**config.mk**
```make
export PLATFORM = sky130hd
export DESIGN_NAME = rvsteel_bus_arbiter
export DESIGN_NICKNAME = d
export VERILOG_FILES = /design/src/rtl/rvsteel_bus_arbiter_pkg.sv /design/src/rtl/rvsteel_rr_arbiter_2.sv /design/src/rtl/rvsteel_bus_arbiter.sv
export SDC_FILE = /design/constraint.sdc
export NUM_CORES = 1
export LEC_CHECK = 0
export CORE_AREA = 5 5 118 120
export CTS_BUF_LIST = sky130_fd_sc_hd__clkbuf_8
export CTS_CLUSTER_SIZE = 28
export DETAILED_ROUTE_END_ITERATION = 10
export DIE_AREA = 0 0 123 125
export PLACE_DENSITY = 0.69
export SYNTH_ARGS = -nofsm -noshare
export SYNTH_HDL_FRONTEND = slang
export SYNTH_SLANG_ARGS = --single-unit
```
**constraint.sdc**
```tcl
create_clock -name clock -period 2.96 [get_ports clock]
set_input_delay 0.444 -clock clock [delete_from_list [all_inputs] [get_ports clock]]
set_output_delay 0.444 -clock clock [all_outputs]
set_load 0.02 [all_outputs]
```
**src/rtl/rvsteel_bus_arbiter_pkg.sv**
```systemverilog
// Shared bus widths, arbiter state encodings and helpers for rvsteel bus blocks.
package rvsteel_bus_arbiter_pkg;

  localparam int unsigned ADDR_W = 32;
  localparam int unsigned DATA_W = 32;
  localparam int unsigned STRB_W = 4;

  localparam logic [1:0] ST_IDLE  = 2'd0;
  localparam logic [1:0] ST_WAIT0 = 2'd1;
  localparam logic [1:0] ST_WAIT1 = 2'd2;

  function automatic logic [1:0] owner_onehot(input logic [1:0] st);
    case (st)
      ST_WAIT0: owner_onehot = 2'b01;
      ST_WAIT1: owner_onehot = 2'b10;
      default:  owner_onehot = 2'b00;
    endcase
  endfunction

endpackage

```
**src/rtl/rvsteel_rr_arbiter_2.sv**
```systemverilog
// Combinational two-way grant picker: locked owner, else round-robin or fixed M0 priority.
module rvsteel_rr_arbiter_2
  import rvsteel_bus_arbiter_pkg::*;
#(
  parameter int unsigned ROUND_ROBIN = 1
) (
  input  logic [1:0] req,
  input  logic       last_winner,
  input  logic       lock,
  input  logic       lock_id,
  output logic       sel
);

  always_comb begin
    sel = 1'b0;
    if (lock) begin
      sel = lock_id;
    end else if (req == 2'b11) begin
      sel = (ROUND_ROBIN != 0) ? ~last_winner : 1'b0;
    end else begin
      sel = req[1];
    end
  end

endmodule

```
**src/rtl/rvsteel_bus_arbiter.sv**
```systemverilog
// Two-manager arbiter for one rvsteel memory-side bus port; zero-latency muxing,
// responses routed back only to the issuer of the in-flight request.
module rvsteel_bus_arbiter
  import rvsteel_bus_arbiter_pkg::*;
#(
  parameter int unsigned ROUND_ROBIN = 1
) (
  input  logic              clock,
  input  logic              reset,
  input  logic [ADDR_W-1:0] m0_rw_address,
  output logic [DATA_W-1:0] m0_read_data,
  input  logic              m0_read_request,
  output logic              m0_read_response,
  input  logic [DATA_W-1:0] m0_write_data,
  input  logic [STRB_W-1:0] m0_write_strobe,
  input  logic              m0_write_request,
  output logic              m0_write_response,
  input  logic [ADDR_W-1:0] m1_rw_address,
  output logic [DATA_W-1:0] m1_read_data,
  input  logic              m1_read_request,
  output logic              m1_read_response,
  input  logic [DATA_W-1:0] m1_write_data,
  input  logic [STRB_W-1:0] m1_write_strobe,
  input  logic              m1_write_request,
  output logic              m1_write_response,
  output logic [ADDR_W-1:0] s_rw_address,
  output logic [DATA_W-1:0] s_write_data,
  output logic [STRB_W-1:0] s_write_strobe,
  output logic              s_read_request,
  output logic              s_write_request,
  input  logic [DATA_W-1:0] s_read_data,
  input  logic              s_read_response,
  input  logic              s_write_response,
  output logic [1:0]        bus_owner
);

  logic [1:0] state_q, state_d;
  logic       last_winner_q, last_winner_d;
  logic [1:0] req;
  logic       done;
  logic       lock;
  logic       lock_id;
  logic       sel;
  logic       sel_req;

  assign req     = {m1_read_request | m1_write_request, m0_read_request | m0_write_request};
  assign done    = s_read_response | s_write_response;
  assign lock    = (state_q != ST_IDLE) && !done;
  assign lock_id = (state_q == ST_WAIT1);

  rvsteel_rr_arbiter_2 #(
    .ROUND_ROBIN(ROUND_ROBIN)
  ) u_pick (
    .req        (req),
    .last_winner(last_winner_q),
    .lock       (lock),
    .lock_id    (lock_id),
    .sel        (sel)
  );

  // Gating with reset keeps the subordinate quiet while reset is held low,
  // even though the grant path itself is purely combinational.
  assign sel_req = req[sel] && reset;

  always_comb begin
    s_rw_address    = '0;
    s_write_data    = '0;
    s_write_strobe  = '0;
    s_read_request  = 1'b0;
    s_write_request = 1'b0;
    if (sel_req) begin
      if (sel) begin
        s_rw_address    = m1_rw_address;
        s_write_data    = m1_write_data;
        s_write_strobe  = m1_write_strobe;
        s_read_request  = m1_read_request;
        s_write_request = m1_write_request;
      end else begin
        s_rw_address    = m0_rw_address;
        s_write_data    = m0_write_data;
        s_write_strobe  = m0_write_strobe;
        s_read_request  = m0_read_request;
        s_write_request = m0_write_request;
      end
    end
  end

  // A locked owner that dropped its request leaves sel_req low, which abandons to IDLE.
  always_comb begin
    state_d       = ST_IDLE;
    last_winner_d = last_winner_q;
    if (sel_req) begin
      state_d       = sel ? ST_WAIT1 : ST_WAIT0;
      last_winner_d = sel;
    end
  end

  always_comb begin
    m0_read_response  = (state_q == ST_WAIT0) && s_read_response;
    m0_write_response = (state_q == ST_WAIT0) && s_write_response;
    m1_read_response  = (state_q == ST_WAIT1) && s_read_response;
    m1_write_response = (state_q == ST_WAIT1) && s_write_response;
    m0_read_data      = (state_q == ST_WAIT0) ? s_read_data : '0;
    m1_read_data      = (state_q == ST_WAIT1) ? s_read_data : '0;
    bus_owner         = owner_onehot(state_q);
  end

  always_ff @(posedge clock or negedge reset) begin
    if (!reset) begin
      state_q       <= ST_IDLE;
      last_winner_q <= 1'b1;
    end else begin
      state_q       <= state_d;
      last_winner_q <= last_winner_d;
    end
  end

endmodule

```
### Word level (Yosys, flattened, before mapping)

Index checks and enable logic that the tools add are counted.

| word-level totals | value |
|---|---|
| bits in latches | 0 |
| register bits after elaboration | 3 |
| bits in writable memories | 0 |
| memories kept | 0 |
| output and inout port bits | 140 |
| logic and storage cells | 37 |
| bits in read-only memories | 0 |

| operators by class | value |
|---|---|
| multiplexer cells | 19 |
| multipliers | 0 |
| div/mod/pow operators | 0 |
| add/sub/neg operators | 0 |
| magnitude comparators | 1 |
| bitwise operators | 4 |
| shift operators | 0 |
| reductions and logical operators | 8 |
| eq/ne operators | 3 |

Operators with widths:

| kind | count |
|---|---|
| $mux 32 | 6 |
| $mux 1 | 8 |
| $mux 4 | 2 |
| $logic_and 1x1->1 | 6 |
| $eq 2x2->1 const B | 2 |
| $mux 2 | 2 |
| $pmux 2 s2 | 1 |
| $or 1x1->1 | 3 |
| $eq 2x1->1 const B | 1 |
| $lt 1x2->1 const B | 1 |
| $reduce_bool 2->1 | 1 |
| $logic_not 1->1 | 1 |
| $not 1->1 | 1 |

### Depth between registers and ports, before layout

Gate-level depths: netlist of run 1.

| logic depth | value |
|---|---|
| depth in word-level cells | 8 |
| depth in mapped cells | 8 |

### Cells and area by module

Synthesis of run 1 repeated with hierarchy kept, for this count alone.

| second synthesis, totals | value |
|---|---|
| cells, all modules | 265 |
| area total of the unflattened synthesis | 2593.7 µm² |

Modules (own cells, without submodules):

| module | instances | area an instance (µm²) | cells each |
|---|---|---|---|
| rvsteel_bus_arbiter | 1 | 2571.2 | 262 |
| rvsteel_rr_arbiter_2 | 1 | 22.5 | 3 |

### Worst setup path after synthesis of run 1

No wires, ideal clock.

| timing | value |
|---|---|
| path type | input to output |
| from | input s_write_response |
| to | output s_write_request |
| required time | 2516 ps |
| slack | 563 ps |
| arrival | 1953 ps |
| stages on the path | 6 |
| buffers on the path | 2 |
| cell sequence | or4b_1 buf_2 o31ai_1 buf_2 nand2_1 a21oi_1 |

| between the ends | value |
|---|---|
| word-level cells in the longest chain between the ends | 8 |
| elaborated cells on any way between the ends | 9 |
| classes of those cells | mux (5); bitwise (1); reduce/logical (3) |

Ends and longest elaborated chain:

| element | line | RTL |
|---|---|---|
| start: declaration | rvsteel_bus_arbiter.sv:33 | `input logic s_write_response,` |
| $or 1x1->1 (*) | rvsteel_bus_arbiter.sv:47 | `assign done = s_read_response \| s_write_response;` |
| $logic_not 1->1 (*) | rvsteel_bus_arbiter.sv:48 | `assign lock = (state_q != ST_IDLE) && !done;` |
| $logic_and 1x1->1 (*) | rvsteel_bus_arbiter.sv:48 |  |
| $mux 1 (*) | rvsteel_rr_arbiter_2.sv:16 | `if (lock) begin` |
| $mux 1 (not written as such) (2 in series) | rvsteel_bus_arbiter.sv:63 | `assign sel_req = req[sel] && reset;` |
| $logic_and 1x1->1 | rvsteel_bus_arbiter.sv:63 |  |
| $mux 1 (*) | rvsteel_bus_arbiter.sv:71 | `if (sel_req) begin` |
| end: declaration | rvsteel_bus_arbiter.sv:30 | `output logic s_write_request,` |

Mark *: on every way between the ends. The rest lies on a longest branch, timed or not. The select of a mux whose other input is x is not followed.

### Worst setup path in the final report of run 1

| timing | value |
|---|---|
| from | input s_write_response |
| to | output s_write_data[30] |

| between the ends | value |
|---|---|
| word-level cells in the longest chain between the ends | 8 |
| elaborated cells on any way between the ends | 9 |
| classes of those cells | mux (5); bitwise (1); reduce/logical (3) |

Ends and longest elaborated chain:

| element | line | RTL |
|---|---|---|
| $or 1x1->1 (*) | rvsteel_bus_arbiter.sv:47 |  |
| $logic_not 1->1 (*) | rvsteel_bus_arbiter.sv:48 |  |
| $logic_and 1x1->1 (*) | rvsteel_bus_arbiter.sv:48 |  |
| $mux 1 (*) | rvsteel_rr_arbiter_2.sv:16 |  |
| $mux 1 (not written as such) (2 in series) | rvsteel_bus_arbiter.sv:63 |  |
| $logic_and 1x1->1 | rvsteel_bus_arbiter.sv:63 |  |
| $mux 32 (*) | rvsteel_bus_arbiter.sv:71 |  |
| end: declaration | rvsteel_bus_arbiter.sv:27 | `output logic [DATA_W-1:0] s_write_data,` |

Marks and branches as above.

==> results of run 1 <==
-- worst max path at each step --
| stage | endpoint | slack (ps) | depth (start not counted) |
|---|---|---|---|
| 2_1_floorplan | s_write_request | 560 | 6 |
| 3_3_place_gp | s_write_data[17] | -350 | 7 |
| 4_1_cts | s_write_data[21] | -7 | 7 |
| 5_1_grt | s_write_data[7] | 0.5 | 7 |
| 6_report | s_write_data[30] | 40 | 7 |
| 3_5_place_dp | s_write_data[21] | -370 | 7 |
-- worst max-delay path: stages --
cell             delay [ps]
clkdlybuf4s50_1         430
or4b_4                  590
o311a_4                 360
buf_12                  180
nand3_1                 100
nand2_1                  50
clkdlybuf4s15_1         300
-- cell families after synthesis --
family	after synthesis
compound gates	9
buf+inv	37
flops	3
simple gates	285
-- flip-flops by register name, summed over array words and instances (netlist names) --
name           cells
last_winner_q      1
state_q            2
-- metrics by stage --
step	power, W	instance area [um2]	worst slack (ps)	utilization
final	0.00141	5200	41.8	0.404
after global routing	0.00151	5200	0.500	0.404
after CTS	0.00144	5310	-6.64	0.413
after detailed placement	0.00137	5300	-370	0.411
after global placement	0.00136	5300	-352	0.411
after floorplan	0.000618	1810	563	-
-- what timing repair did --
action                                  CTS  global route
pin swaps                                 2             1
endpoints found under the setup margin   68            67
hold buffers                              0             0
resized for setup                        80            92
setup buffers                             3             0
-- layout by cell type, fill, tap and decap left out, drive strengths merged --
cell	n
a21oi	2
dfrtp	2
o31a	2
o31ai	2
clkdlybuf4s50	245
dfstp	1
o311a	1
nor2	3
nor3b	1
o21a	1
and2	68
or4b	1
buf	28
inv	1
clkbuf	39
dlygate4sd2	5
a21o	1
nand3	136
or2	1
clkdlybuf4s15	26
nor2b	2
nand2	73
-- cell type report --
cell class / count / area [um2]
Multi-Input combinational cell: 294 / 1580
Tap cell: 176 / 220
Fill cell: 1351 / 7680
Sequential cell: 3 / 76.3
Clock buffer: 3 / 41.3
Timing Repair Buffer: 340 / 3270
Clock inverter: 1 / 3.75
-- routing by layer --
layer	vias to the layer above	global-route usage	part of all wire
li1	1739	-	-
met1	1655	0.168	0.36
met2	214	0.296	0.52
met3	10	0.0470	0.11
met4	0	0.0267	0.010
met5	-	0	0
-- where the power goes --
group | internal (W) | switching, W | total (W)
clock | 0.0000882 | 0.0000263 | 0.000115
sequential | 0.0000492 | 0.00000393 | 0.0000531
combinational | 0.000606 | 0.000640 | 0.00125
==> metrics, run 1 <==
Worst Hold Launch last_winner_q$_DFFE_PN1P_; FFs w/ async S/R, synth 1.00; crit path DAT 2470 ps; die area 15400 um2; wire per inst 16.2 um; synth warn 0; GRT overflow 0; most frequent cell after synthesis nand3_1; RSZ-0062 raised after global routing no; Lkg Pwr 2.32 nW; total global-route track usage 0.155; Worst Max-Slew Pin Slew 284 ps; final number of hold-violating endpoints 0; WP data required 2520 ps; post-synth net total 510; status complete, no violations; Slew Limit Fails 0; syn_area_per_cell 5.41 um2; maximum clock rate 0.343 GHz; core box area 12900 um2; vias in the first global route 3568; CTS Buf Count 3; top cell type's share of synthesized area 0.349; CP max FO 38; largest net degree at the start of global routing 39; sequential area share after synthesis 0.0423; Critical Path End Type output pin; Post-Synth XOR/XNOR Area 0; RR Startpoint state_q[0]$_DFF_PN0_; Max transition margin 0.810; IO Port Bufs 315; 1st-iter DRT viols 121; final-stage net count 818; layout cells sized above 1 0.133; Vias 3618; DRT Pass-1 Iters 4; main combinational cell family by area after synthesis simple AND/OR/NAND/NOR gates; ANT cells 0; FF+latch count, synth 3; CTS tree yes; Rows 42; pwr/cell area 272 nW/um2; Synth top cells by count nand3_1, nand2_1, and2_1; Cells after Synth 334; Hold Path Stages 1; Final min period 2920 ps; post-synthesis adder-cell area fraction 0; Placed Instances 810; Non-Filler Instances 817; Synth Flop Type dfrtp_1; Starting Density 0.140; synth unique cells 22; top cells by area, synth nand3_1, and2_1, nand2_1; Max VDD drop 0.0000915 V; max cap viols 0; Hold Crit Class flop to flop; Worst setup SP type input pin; Routed WL 13.2 mm; clk slew on worst S/H paths 30 ps; cell taking the most area after synthesis nand3_1; DRC Markers 0; clock latency on the worst-skew pair 210 ps; H-tree depth 1; mux cell area share after synthesis 0; simple-gate share of the synthesized area 0.818; Layout area overhead 188%; final setup vio count 0; GPL Wtd Cong 0.867; Post-synth EDFFs 0; clock root buffer clkbuf_8; Post-Syn Area 1810 um2; Routed Antenna Nets 0; clock buffer depth 2; Fin Hold WS 515 ps; CTS sink count 3; reg2reg end last_winner_q$_DFFE_PN1P_; R2R cell count 5; worst min-delay path endpoint last_winner_q$_DFFE_PN1P_; period utilisation layout 0.986; first-pass GRT wire length 19.3 mm; Avg Vias per Cell 4.43; Final Skew 5.09 ps; Die W 123 um; Synth Area in Compound Gates 0.0437; I/O pin count 316; crit path from s_write_response; setup_tns 0 ps; initial antenna violation count 0; DPL Wire Length 11.3 mm; worst setup path class input pin to output pin; chip height 125 um; r2r setup slk 1180 ps
No activity file was read; power rests on OpenSTA's default activity.
==> run 2, diff against run 1 <==
--- a/config.mk
+++ b/config.mk
@@ -5,12 +5,13 @@
 export SDC_FILE = /design/constraint.sdc
 export NUM_CORES = 1
 export LEC_CHECK = 0
+export ABC_AREA = 1
 export CORE_AREA = 5 5 118 120
 export CTS_BUF_LIST = sky130_fd_sc_hd__clkbuf_8
 export CTS_CLUSTER_SIZE = 28
 export DETAILED_ROUTE_END_ITERATION = 10
 export DIE_AREA = 0 0 123 125
-export PLACE_DENSITY = 0.69
+export PLACE_DENSITY = 0.67
 export SYNTH_ARGS = -nofsm -noshare
 export SYNTH_HDL_FRONTEND = slang
 export SYNTH_SLANG_ARGS = --single-unit
==> metrics, run 2 <==
CTS Buf Count 3; DRT Pass-1 Iters 4; initial antenna violation count 0; Critical Path End Type output pin; first-pass GRT wire length 14.9 mm; worst min-delay path endpoint last_winner_q$_DFFE_PN1P_; CP Cell Sequence clkdlybuf4s50_1 -> inv_1 -> nand2_1 -> nand2_1 -> nand3_4 -> buf_4 -> nand3_1 -> nand2_1 -> a21oi_1 -> clkdlybuf4s50_1; layout cells sized above 1 0.0313; syn_area_per_cell 4.30 um2; clock latency on the worst-skew pair 210 ps; RR Startpoint state_q[0]$_DFF_PN0_; worst setup path class input pin to output pin; DPL Wire Length 8.79 mm; I/O pin count 316; sequential area share after synthesis 0.0489; FFs w/ async S/R, synth 1.00; H-tree depth 1; Synth Flop Type dfrtp_1; Slew Limit Fails 0; Max VDD drop 0.000131 V; switching power 0.000575 W; core box area 12900 um2; most common cell after layout, fill and taps aside clkdlybuf4s50_1; 1st-iter DRT viols 67; Routed Antenna Nets 0; Synth top cells by count nand2_1, nor2_1, inv_1; max cap viols 0; CTS tree yes; Non-Filler Instances 848; IO Port Bufs 315; final-stage net count 849; Post-Syn Area 1560 um2; vias in the first global route 2939; die area 15400 um2; R2R cell count 7; Cells after Synth 363; Worst setup SP type input pin; synth unique cells 18; Vias 3086; reg2reg end state_q[1]$_DFF_PN0_; Top delay family on crit path buffers and inverters; final number of hold-violating endpoints 0; WP data required 2520 ps; pwr/cell area 251 nW/um2; final setup vio count 0; period utilisation layout 0.941; clock root buffer clkbuf_8; Switching Share 0.450; Max transition margin 0.749; top cell type's share of synthesized area 0.502; Lkg Pwr 3.25 nW; Post-DP Area 4880 um2; sequential power share 0.041; Layout area overhead 226%; most used cell, CP nand2_1; design area 5090 um2; CTS sink count 3; chip height 125 um; clk slew on worst S/H paths 30 ps; CP max FO 6; Hold Crit Class flop to flop; Power, Total 0.00128 W; wire per inst 12.2 um; Logic pwr share 0.870; Worst Hold Launch last_winner_q$_DFFE_PN1P_; synth warn 0; largest registers state_q x2, last_winner_q x1; Pint 0.000701 W; FF+latch count, synth 3; clock buffer depth 2; ANT cells 0; Placed Instances 844; Rows 42; Final min period 2780 ps; top cells by area, synth nand2_1, nor2_1, inv_1; Hold-fix buffers, CTS 0; Die W 123 um; post-synth net total 539; most frequent cell after synthesis nand2_1; Routed WL 10.4 mm; total global-route track usage 0.119; Most flops, register state_q; Worst Max-Slew Pin Slew 377 ps; Avg Vias per Cell 3.64; Largest register FFs 2; DRC Markers 0; crit path DAT 2340 ps; cell taking the most area after synthesis nand2_1; r2r setup slk 1690 ps; setup_tns 0 ps; Starting Density 0.121; Clk pwr share 0.089; maximum clock rate 0.359 GHz; Post-synth EDFFs 0; RSZ-0062 raised after global routing no; Max stage delay cell, worst path clkdlybuf4s50_1; worst path bufs/invs 4; Hold Path Stages 2; postcts setup bufs 0; GPL Wtd Cong 0.813; post-CTS sizing 4; GRT overflow 0; # fillers 1360; max incr delay on CP 630 ps; largest net degree at the start of global routing 50; Final Skew 4.47 ps; status complete, no violations; commonest cells after routing, fill and taps aside clkdlybuf4s50_1, nand2_1, nor2_1, dlymetal6s2s_1, inv_1
==> run 2: cell types whose count changed in the layout (fill, tap and decap cells not counted), moves of 8 or more <==
cell | before | now
nand3_1 | 126 | 8
nand3_2 | 10 | 0
and2_1 | 68 | 0
clkdlybuf4s15_1 | 25 | 0
nor2_1 | 3 | 69
inv_1 | 1 | 42
dlymetal6s2s_1 | 0 | 63
buf_4 | 17 | 6
buf_12 | 10 | 2
clkbuf_2 | 36 | 0
nand2_1 | 73 | 209
==> run 2: metrics by stage <==
step                      setup WS [ps]  utilization  hold WS, ps
final                               176        0.395          466
after global placement             17.4        0.379          471
after floorplan                    1050            -          148
after CTS                          1.23        0.382          471
after detailed placement          -29.1        0.379          466
after global routing              0.225        0.395          498
==> run 2: worst max-delay path by stage <==
| stage | to | from | cells after the start | slack (ps) |
|---|---|---|---|---|
| floorplan | s_rw_address[0] | state_q[0]$_DFF_PN0_ | 9 | 1050 |
| finish | s_write_data[31] | m0_read_request | 10 | 180 |
| global placement | s_rw_address[23] | s_write_response | 10 | 20 |
| global route | s_write_data[31] | m0_read_request | 10 | 0.2 |
| detailed placement | s_rw_address[23] | s_write_response | 10 | -30 |
| CTS | s_write_data[21] | s_write_response | 10 | 1 |
==> run 2: area by class of cell <==
| type | count | area [um2] | share of cell area |
|---|---|---|---|
| clock buffer | 3 | 41.3 | 0.00811 |
| clock inverter | 1 | 3.75 | 0.000738 |
| inverter | 43 | 161 | 0.0317 |
| multi-input combinational | 297 | 1170 | 0.230 |
| sequential | 3 | 76.3 | 0.0150 |
| tap | 176 | 220 | 0.0433 |
| timing repair buffer | 325 | 3410 | 0.671 |
==> run 2: routing by layer <==
metal,global-route usage,routed length (um)
met5,0,0
met4,0.0143,82
met3,0.0425,1210
met2,0.222,5160
met1,0.133,3900
==> run 2: tightest hold or removal path, cell delays in order, from the launching register on <==
cell and delay (ps):
dfstp_2 350, nand2_1 50, nand2_1 50
==> run 2: cell families after synthesis <==
group,synth area share
buf+inv,0.200
simple gates,0.735
flops,0.0489
compound gates,0.0160
==> run 2: power groups by stage <==
stage / registers, W / logic [W] / clock network, W
2_1_floorplan: 0.0000524 / 0.000507 / 0
3_3_place_gp: 0.0000534 / 0.00114 / 0
3_5_place_dp: 0.0000530 / 0.00115 / 0
4_1_cts: 0.0000527 / 0.00115 / 0.000117
5_1_grt: 0.0000536 / 0.00119 / 0.000124
6_report: 0.0000527 / 0.00111 / 0.000113
==> run 3, diff against run 2 <==
--- a/config.mk
+++ b/config.mk
@@ -8,10 +8,9 @@
 export ABC_AREA = 1
 export CORE_AREA = 5 5 118 120
 export CTS_BUF_LIST = sky130_fd_sc_hd__clkbuf_8
-export CTS_CLUSTER_SIZE = 28
 export DETAILED_ROUTE_END_ITERATION = 10
 export DIE_AREA = 0 0 123 125
-export PLACE_DENSITY = 0.67
+export HOLD_SLACK_MARGIN = 0.06
 export SYNTH_ARGS = -nofsm -noshare
 export SYNTH_HDL_FRONTEND = slang
 export SYNTH_SLANG_ARGS = --single-unit
==> metrics, run 3 (synthesized netlist as in run 2, its figures left out) <==
status complete, no violations; crit path DAT 2390 ps; layout cells sized above 1 0.0313; CP max FO 19; GPL Wtd Cong 0.897; Routed WL 11.1 mm; Slew Limit Fails 0; Die W 123 um; Starting Density 0.121; Final Skew 1.11 ps; Worst setup SP type input pin; RSZ-0062 raised after global routing no; maximum clock rate 0.353 GHz; DRC Markers 0; pwr/cell area 254 nW/um2; clock root buffer clkbuf_8; Largest register FFs 2; CTS Buf Count 3; R2R cell count 7; worst setup margin 127 ps; WP data required 2520 ps; DRT Pass-1 Iters 4; commonest cells after routing, fill and taps aside clkdlybuf4s50_1, nand2_1, nor2_1, dlymetal6s2s_1, inv_1; RR Startpoint state_q[0]$_DFF_PN0_; clk slew on worst S/H paths 30 ps; wire per inst 13.1 um; Max transition margin 0.762; max incr delay on CP 600 ps; die area 15400 um2; worst setup path class input pin to output pin; chip height 125 um; Rows 42; GRT overflow 0; core box area 12900 um2; period utilisation layout 0.957; Max stage delay cell, worst path clkdlybuf4s50_1; Top delay family on crit path buffers and inverters; IO Port Bufs 315; most used cell, CP nand2_1; Final min period 2830 ps; Vias 3222; Critical Path End Type output pin; I/O pin count 316; Placement Setup Slack 21.1 ps; final-stage net count 849; DPL Wire Length 9.49 mm; Layout area overhead 227%; CTS sink count 3; Avg Vias per Cell 3.80; total global-route track usage 0.130; Max VDD drop 0.000120 V; Lkg Pwr 3.24 nW; Crit. path cell count 10; final number of hold-violating endpoints 0; first-pass GRT wire length 16.3 mm; Worst Max-Slew Pin Slew 356 ps; 1st-iter DRT viols 131; max cap viols 0; final setup vio count 0; Most flops, register state_q; clock latency on the worst-skew pair 210 ps; worst path bufs/invs 3; H-tree depth 1; initial antenna violation count 0; ANT cells 0; vias in the first global route 3176; Worst Hold Launch last_winner_q$_DFFE_PN1P_; clock buffer depth 2; largest net degree at the start of global routing 48; CP Cell Sequence clkdlybuf4s50_1 -> nor2_2 -> nand2_1 -> nand3_4 -> nand2_4 -> nor2_4 -> buf_6 -> nand2_1 -> nand2_1 -> clkdlybuf4s50_1; CTS tree yes; most common cell after layout, fill and taps aside clkdlybuf4s50_1; Hold Path Stages 2; Routed Antenna Nets 0; # fillers 1336; crit path from s_write_response; Hold Crit Class flop to flop; setup_tns 0 ps; largest registers state_q x2, last_winner_q x1; Hold-fix buffers, CTS 0
run 3: changes by cell type in the layout (fill, tap and decap cells not counted):
| cell | delta |
|---|---|
| buf_12 | +1 |
| buf_6 | -1 |
| clkdlybuf4s50_1 | +4 |
| dlygate4sd2_1 | -4 |
run 3: power breakdown:
group          switching, W  internal [W]
sequential       0.00000388     0.0000491
combinational      0.000553      0.000572
clock             0.0000270     0.0000883
total              0.000584      0.000710
run 3: worst paths after layout:
kind                                             endpoint  slack, ps
max in group asynchronous       last_winner_q$_DFFE_PN1P_       2190
worst max-delay path                     s_write_data[10]        130
worst max register to register       state_q[1]$_DFF_PN0_       1710
worst min-delay path            last_winner_q$_DFFE_PN1P_        470
min in group asynchronous            state_q[1]$_DFF_PN0_        580
worst min register to register  last_winner_q$_DFFE_PN1P_        470
run 3: routing by layer:
layer  part of all wire  up-vias  GRT usage
li1                   -     1658          -
met3               0.10       16     0.0452
met2               0.51      156      0.235
met1               0.37     1392      0.144
met5                  0        -          0
met4              0.018        0     0.0313
run 3: per-stage QoR:
| stage | power (W) | util | hold slack [ps] | std cells | area, um2 |
|---|---|---|---|---|---|
| global placement | 0.00120 | 0.380 | 472 | 844 | 4900 |
| finish | 0.00129 | 0.396 | 471 | 848 | 5100 |
| global route | 0.00139 | 0.396 | 518 | 848 | 5100 |
| detailed placement | 0.00121 | 0.380 | 471 | 844 | 4900 |
| CTS | 0.00133 | 0.384 | 475 | 848 | 4940 |
| floorplan | 0.000560 | - | 148 | 363 | 1560 |
run 3: worst min-delay path, delay by kind of cell, from the launching register on:
family / cells / cell delay [ps]
AND/OR/NAND/NOR: 2 / 100
flip-flops: 1 / 360
run 3: timing repair:
action                     4_1_cts  5_1_grt
buffers inserted                 0        0
setup endpoints to repair        0       65
hold endpoints to repair         0        0
resized for setup                0       64
run 3: layout make-up:
| type | instances | area (um2) | share of cell area |
|---|---|---|---|
| Multi-Input combinational cell | 297 | 1170 | 0.230 |
| Tap cell | 176 | 220 | 0.0432 |
| Inverter | 43 | 161 | 0.0316 |
| Timing Repair Buffer | 325 | 3430 | 0.672 |
| Clock inverter | 1 | 3.75 | 0.000736 |
| Clock buffer | 3 | 41.3 | 0.00809 |
| Sequential cell | 3 | 76.3 | 0.0150 |
